`src/rtl/raxi_pkg.sv`:
```
// Shared types and helpers for the rAXI elastic buffer.
package raxi_pkg;

  localparam int OVF_CNT_W = 16;
  localparam int RAXI_DW   = 10;
  localparam int RAXI_NCH  = 1;

  // Default-configuration word; parameterized instances size their own.
  typedef logic [RAXI_NCH*RAXI_DW-1:0] raxi_word_t;

  // Pointer width that never collapses to zero bits.
  function automatic int raxi_clog2(input int n);
    return (n <= 2) ? 1 : $clog2(n);
  endfunction

endpackage

```
`src/rtl/raxi_fifo_ctrl.sv`:
```
// Pointer, level, full and overflow bookkeeping for raxi_fifo.
// Optional dropped-word counter under RAXI_FIFO_OVF_CNT_EN.
module raxi_fifo_ctrl
  import raxi_pkg::*;
#(
  parameter int DEPTH = 16,
  parameter int AW    = raxi_clog2(DEPTH)
) (
  input  logic          clk,
  input  logic          rst,
  input  logic          s_valid,
  input  logic          m_ready,
  input  logic          ovf_clr,
  output logic          wr_en,
  output logic [AW-1:0] wr_ptr,
  output logic [AW-1:0] rd_ptr,
  output logic          m_valid,
  output logic [AW:0]   level,
  output logic          full,
  output logic          ovf
`ifdef RAXI_FIFO_OVF_CNT_EN
  ,
  output logic [OVF_CNT_W-1:0] ovf_cnt
`endif
);

  logic rd, wr, drop;

  assign m_valid = (level != '0);
  assign full    = (level == (AW+1)'(DEPTH));
  assign rd      = m_valid && m_ready;
  // A read frees a slot in the same cycle, so a full FIFO still accepts.
  assign wr      = s_valid && (!full || rd);
  assign drop    = s_valid && full && !rd;
  assign wr_en   = wr && !rst;

  always_ff @(posedge clk) begin
    if (rst) begin
      wr_ptr <= '0;
      rd_ptr <= '0;
      level  <= '0;
      ovf    <= 1'b0;
    end else begin
      if (wr) wr_ptr <= wr_ptr + 1'b1;
      if (rd) rd_ptr <= rd_ptr + 1'b1;
      case ({wr, rd})
        2'b10:   level <= level + 1'b1;
        2'b01:   level <= level - 1'b1;
        default: level <= level;
      endcase
      // A drop coinciding with a clear keeps the flag set.
      if (drop)         ovf <= 1'b1;
      else if (ovf_clr) ovf <= 1'b0;
    end
  end

`ifdef RAXI_FIFO_OVF_CNT_EN
  always_ff @(posedge clk) begin
    if (rst)
      ovf_cnt <= '0;
    else if (ovf_clr)
      ovf_cnt <= drop ? OVF_CNT_W'(1) : '0;
    else if (drop && (ovf_cnt != '1))
      ovf_cnt <= ovf_cnt + 1'b1;
  end
`endif

endmodule

```
`src/rtl/raxi_fifo.sv`:
```
// First-word-fall-through elastic buffer from rAXI (no backpressure) to valid/ready.
// Define RAXI_FIFO_OVF_CNT_EN to add the ovf_cnt dropped-word counter port.
module raxi_fifo
  import raxi_pkg::*;
#(
  parameter int DW    = 10,
  parameter int NCH   = 1,
  parameter int DEPTH = 16,
  parameter int AW    = raxi_clog2(DEPTH)
) (
  input  logic              clk,
  input  logic              rst,
  input  logic              s_valid,
  input  logic [NCH*DW-1:0] s_data,
  output logic              m_valid,
  input  logic              m_ready,
  output logic [NCH*DW-1:0] m_data,
  output logic [AW:0]       level,
  output logic              full,
  output logic              ovf,
  input  logic              ovf_clr
`ifdef RAXI_FIFO_OVF_CNT_EN
  ,
  output logic [OVF_CNT_W-1:0] ovf_cnt
`endif
);

  logic [NCH-1:0][DW-1:0] mem [DEPTH];
  logic                   wr_en;
  logic [AW-1:0]          wr_ptr, rd_ptr;

  raxi_fifo_ctrl #(.DEPTH(DEPTH), .AW(AW)) u_ctrl (
    .clk     (clk),
    .rst     (rst),
    .s_valid (s_valid),
    .m_ready (m_ready),
    .ovf_clr (ovf_clr),
    .wr_en   (wr_en),
    .wr_ptr  (wr_ptr),
    .rd_ptr  (rd_ptr),
    .m_valid (m_valid),
    .level   (level),
    .full    (full),
    .ovf     (ovf)
`ifdef RAXI_FIFO_OVF_CNT_EN
    ,
    .ovf_cnt (ovf_cnt)
`endif
  );

  // Storage is deliberately not reset; pointers alone define contents.
  always_ff @(posedge clk) begin
    if (wr_en) mem[wr_ptr] <= s_data;
  end

  assign m_data = mem[rd_ptr];

endmodule

```
`config.mk`:
```
export PLATFORM = sky130hd
export DESIGN_NAME = raxi_fifo
export DESIGN_NICKNAME = d
export VERILOG_FILES = /design/src/rtl/raxi_pkg.sv /design/src/rtl/raxi_fifo_ctrl.sv /design/src/rtl/raxi_fifo.sv
export SDC_FILE = /design/constraint.sdc
export NUM_CORES = 1
export LEC_CHECK = 0
export ABC_AREA = 1
export CAP_MARGIN = 0
export CORE_ASPECT_RATIO = 0.5
export CORE_MARGIN = 1.5
export CORE_UTILIZATION = 40
export CTS_CLUSTER_DIAMETER = 30
export CTS_CLUSTER_SIZE = 12
export DETAILED_ROUTE_END_ITERATION = 10
export MAX_ROUTING_LAYER = met4
export SLEW_MARGIN = 20
export SYNTH_ARGS = -nofsm -noshare
export SYNTH_HDL_FRONTEND = slang
export SYNTH_HIERARCHICAL = 1
export SYNTH_SLANG_ARGS = --single-unit
export TNS_END_PERCENT = 50
```
`constraint.sdc`:
```
create_clock -name clk -period 2 [get_ports clk]
set_input_delay 0.4 -clock clk [delete_from_list [all_inputs] [get_ports clk]]
set_output_delay 0.4 -clock clk [all_outputs]
set_load 0.1 [all_outputs]
```
=== Word level (Yosys, flattened, before mapping) ===
Memory sizes are Yosys's and may differ from the RTL's. A register that Yosys moved wholly into a read port is not among the register bits.
Cells that the tools add are included.

* Add/sub/neg operators: 4
* Equal/unequal tests: 3
* Multiplexer cells: 7
* Reductions and logical operators: 12

{| class="wikitable"
|+ Operators with widths
! kind !! number
|-
| 5-bit one-hot mux with 2 select lines || 1
|-
| 4-bit by 1-bit adder with 4-bit output, second input constant || 2
|-
| 4-bit 2-to-1 mux || 2
|-
| 5-bit by 1-bit adder with 5-bit output, second input constant || 1
|-
| 5-bit == test, second input constant || 1
|-
| 1-bit logical AND || 5
|-
| 5-bit nonzero test || 1
|-
| 5-bit by 1-bit subtractor with 5-bit output, second input constant || 1
|-
| 1-bit 2-to-1 mux || 4
|-
| 2-bit nonzero test || 2
|-
| 1-bit logical NOT || 3
|-
| 2-bit by 1-bit == test with 1-bit output, second input constant || 1
|-
| 2-bit == test, second input constant || 1
|-
| 1-bit logical OR || 1
|}

* Register bits after elaboration: 14
* Bits in writable memories: 160
* Bits of input ports: 15
* Output and inout port bits: 18
* Logic and storage cells: 31
* Memories kept: 1

{| class="wikitable"
|+ Memories
! memory !! words !! width !! read ports !! clocked after memory_dff !! write ports !! RTL line !! source
|-
| mem || 16 || 10 || 1 || 1 || 1 || raxi_fifo.sv:28 || <nowiki>logic [NCH-1:0][DW-1:0] mem [DEPTH];</nowiki>
|}

=== Logic depth before layout (Yosys ltp) ===
* Depth in word-level cells: 7
* Mapped depth: 13
* Depth with buffers taken out: 13

=== Modules after synthesis ===
Netlist, hierarchy kept.

{| class="wikitable"
|+ By module, submodules not included
! module !! times used !! cells an instance !! area each (um2) !! seq. area each (um2)
|-
| raxi_fifo || 1 || 672 || 6971.7 || 4804.6
|-
| raxi_fifo_ctrl || 1 || 104 || 769.5 || 280.3
|}

=== Worst setup path before layout ===
OpenSTA, ideal clock, no wires.

* Path kind: reg2reg
* Start: reg u_ctrl.level[3]
* End: reg u_ctrl.level[4]
* Library setup time: 0.119 ns
* Arrival time: 2.730 ns
* Data required time: 1.881 ns
* Setup slack: -0.849 ns
* Stages on the path, launching flop included: 12
* Path buffers: 0
* Clock period less this slack: 2.849 ns
* Cell sequence: dfxtp_1 nor2_2 nand3_2 nand2_4 inv_4 nand2_4 fa_1 nand3b_1 nand3_1 nand2_1 a21oi_1 nor2_1

* Longest elaborated chain between the ends: 6
* Elaborated cells between the ends (all ways): 12
* Classes of those cells: add/sub: 2; eq/ne: 3; mux: 1; reduce/logical: 6

{| class="wikitable"
|+ Ends and longest elaborated chain
! what !! RTL line !! source
|-
| from (decl) || raxi_fifo_ctrl.sv:18 || <nowiki>output logic [AW:0] level,</nowiki>
|-
| from (signal assigned) || raxi_fifo_ctrl.sv:47 || <nowiki>2'b10: level <= level + 1'b1;</nowiki>
|-
| from (signal assigned) || raxi_fifo_ctrl.sv:48 || <nowiki>2'b01: level <= level - 1'b1;</nowiki>
|-
| from (signal assigned) || raxi_fifo_ctrl.sv:49 || <nowiki>default: level <= level;</nowiki>
|-
| 5-bit nonzero test (*) || raxi_fifo_ctrl.sv:29 || <nowiki>assign m_valid = (level != '0);</nowiki>
|-
| named net m_valid || raxi_fifo.sv:15 || <nowiki>output logic m_valid,</nowiki>
|-
| 1-bit logical AND (*) || raxi_fifo_ctrl.sv:31 || <nowiki>assign rd = m_valid && m_ready;</nowiki>
|-
| 1-bit logical OR || raxi_fifo_ctrl.sv:33 || <nowiki>assign wr = s_valid && (!full || rd);</nowiki>
|-
| 1-bit logical AND || raxi_fifo_ctrl.sv:33 ||
|-
| 2-bit by 1-bit == test with 1-bit output / 2-bit == test (equally long branches) || raxi_fifo_ctrl.sv:46 || <nowiki>case ({wr, rd})</nowiki>
|-
| 5-bit one-hot mux with 2 select lines / 2-bit nonzero test (equally long branches) || -- ||
|}

Mark *: on every way through the listed nets, which the timed path passes. The rest lies on a longest branch.
A chain may end at the register's enable or synchronous reset.

==> metrics <==
Total GRT Usage 0.207; CTS Buffer Depth 2; setup TNS -2790 ps; worst-case reg-to-reg path depth 9; Layout area overhead 27.3%; CP Class reg -> out; GR Util met1 0.264; CTS sink count 174; outcome finished, violations left; register area share after synthesis 0.657; die width 200 µm; Initial Util 0.415; post-synthesis instance total 776; cell-internal power 7.35 mW; io pins 33; Synth Area per Inst 9.98 µm²; total net switching power 4.48 mW; post-DP HPWL 12100 µm; Switching Fraction 0.379; Slew headroom 0.684; Worst R2R End mem[9][5]; via/cell ratio 4.86; post-synth cell types 29; crit start category flop; Syn Nets 797; PnR Total Power 11.8 mW; Final Slew Violations 0; cts hold-fix bufs 0; Critical Path Source u_ctrl/rd_ptr[0]; DRT antenna net count 0; placed cell count 1091; power density over cell area 1200 mW/mm²; cell at the slowest stage of the critical path dfxtp_4; Worst-Margin Slew 471 ps; Clk Latency, worst-skew pair 430 ps; Iter 0 DRT Violations 436; hold depth 2; Clock Skews 11.1 ps; GRT busiest layer met2; residual DRC count 0; Final period util 1.16; met2 Usage GRT 0.327; Finished Cell Area 0.00986 mm²; endpoints failing setup 10; vias post-DR 5487; Clock Power Share 0.275; CP max stage delay 480 ps; Worst EP arrival 1920 ps; Setup WS post-layout -319 ps; CP Capture Type output port; dpl ws -177 ps; sequential power share 0.357; final wirelength 19400 µm; vias in the first global route 5282; Clk pin slew, worst setup/hold paths 70 ps; Crit Path Max Fanout 15; worst vdd ir 1.02 mV; Crit. path cell count 8; unrepaired setup endpoints after global routing true; instance area at placement 0.00885 mm²; CP Data Required Time 1600 ps; CP bufs+invs 3; combinational fraction of design power 0.368; CP cell instances clkinv_8 -> buf_8 -> nand2_1 -> nand3_1 -> nand3_2 -> nand3_1 -> nand2_2 -> buf_12; reg2reg start u_ctrl/level[2]; clk root buf clkbuf_16; First-pass DRT Iterations 5; Leak 4.16 nW; H-tree depth 4; final critical-path required period 2320 ps; Die Ht 101 µm; final hold viol count 0; GRT met3 Usage 0.0450; CP dominant cell by count nand3_1; initial antenna violation count 0; layout cell share with drive strength beyond 1 0.229; Reg2Reg Setup Slack 210 ps; fin cells 1130; CP endpoint m_data[4]; failing checks negative setup slack; crit-path leading delay family simple AND/OR/NAND/NOR gates; fmax 0.431 GHz; die footprint 0.0202 mm²; Syn. warnings 6; grt ovf 0; CTS tree yes; min-delay worst type reg -> reg; Nets 878; number of max-cap violations 0; largest net degree at the start of global routing 41; row count 35; PortBufs 32; synthesis-stage register bit count 174; CTS buffer count 17; core area 0.0187 mm²; first-pass GRT wire length 29100 µm; Final Wtd Congestion 0.863; synthesized cell area 0.00774 mm²; wire per inst 17.1 µm
[kinds of logic after synthesis]
kind of cell,count (synthesis),share of synthesized area
DFF,174,0.657
buffers and inverters,174,0.0958
and+or+nand+nor,399,0.220
xor gates and xnor gates,3,0.00339
adders and majority gates,6,0.0107
AOI/OAI and AO/OA,20,0.0134
[through the flow]
| step | hold slack, ps | util |
|---|---|---|
| after floorplan | 453 | - |
| after global placement | 449 | 0.474 |
| after detailed placement | 457 | 0.474 |
| after CTS | 468 | 0.514 |
| after global routing | 486 | 0.528 |
| final | 469 | 0.528 |
[how the worst min path moves through the flow]
| stage | from | endpoint | slack (ps) |
|---|---|---|---|
| after floorplan | u_ctrl/rd_ptr[3] | u_ctrl/rd_ptr[3] | 450 |
| after global placement | u_ctrl/ovf | u_ctrl/ovf | 450 |
| after detailed placement | u_ctrl/ovf | u_ctrl/ovf | 460 |
| after CTS | u_ctrl/ovf | u_ctrl/ovf | 470 |
| after global routing | u_ctrl/ovf | u_ctrl/ovf | 490 |
| final | u_ctrl/ovf | u_ctrl/ovf | 470 |
[routing by layer]
metal,vias to the layer above,routed length (µm)
li1,2660,-
met1,2628,8620
met2,164,9130
met3,35,1190
met4,0,433
met5,-,0
[worst min-delay path, delay by kind of cell, from the launching register on]
family             cells  cell delay [ps]
AOI/OAI and AO/OA      1               60
and+or+nand+nor        1               60
DFF                    1              310
[synth_stat cells (all sizes together)]
cell type  instances  area share
ha                 5      0.0081
clkinv             1     0.00048
clkbuf             6      0.0031
nand2            229        0.11
buf               26       0.023
nand3            131       0.085
fa                 1      0.0026
nand3b             3      0.0029
o21ai             11      0.0076
a21oi              9      0.0058
edfxtp           160        0.62
inv              141       0.069
dfxtp             14       0.036
xor2               2      0.0023
xnor2              1      0.0011
nor3               1     0.00065
nor2              35       0.018
[placed cells by master, fill, tap and decap left out, drive strengths merged, types with 4 or more instances in the layout]
| cell type | n |
|---|---|
| buf | 77 |
| inv | 148 |
| o21ai | 11 |
| nand3 | 131 |
| clkdlybuf4s50 | 14 |
| clkbuf | 19 |
| a21oi | 9 |
| nand2 | 229 |
| clkinv | 5 |
| clkinvlp | 4 |
| dfxtp | 14 |
| ha | 5 |
| nor2 | 35 |
| edfxtp | 160 |
[registers in the layout (all words and copies together) (netlist names)]
register and flops:
u_ctrl/rd_ptr 4, u_ctrl/ovf 1, u_ctrl/wr_ptr 4, u_ctrl/level 5, mem 160
[power groups by stage]
stage | combinational (mW) | sequential [mW] | clock, mW
floorplan | 2.42 | 4.51 | 0
global placement | 3.94 | 4.28 | 0
finish | 4.35 | 4.22 | 3.25
CTS | 4.11 | 4.21 | 3.26
detailed placement | 3.96 | 4.28 | 0
global route | 4.64 | 4.23 | 3.41
[final cells by class]
cell class	count	area, µm²
flip-flops and latches	174	5110
fillers	1674	8800
repair buffers	93	1050
well taps	259	324
diodes	1	2.50
repair inverters	1	7.51
clock inverters	15	149
multi-input cells	428	2240
inverters	142	554
clock buffers	17	425
[what timing repair did]
item | 4_1_cts | 5_1_grt
cloned | 2 | 2
setup endpoints to repair | 10 | 10
pin swaps | 8 | 6
setup buffers | 1 | 1
resized for setup | 33 | 40
No activity file was read; power rests on OpenSTA's default activity.
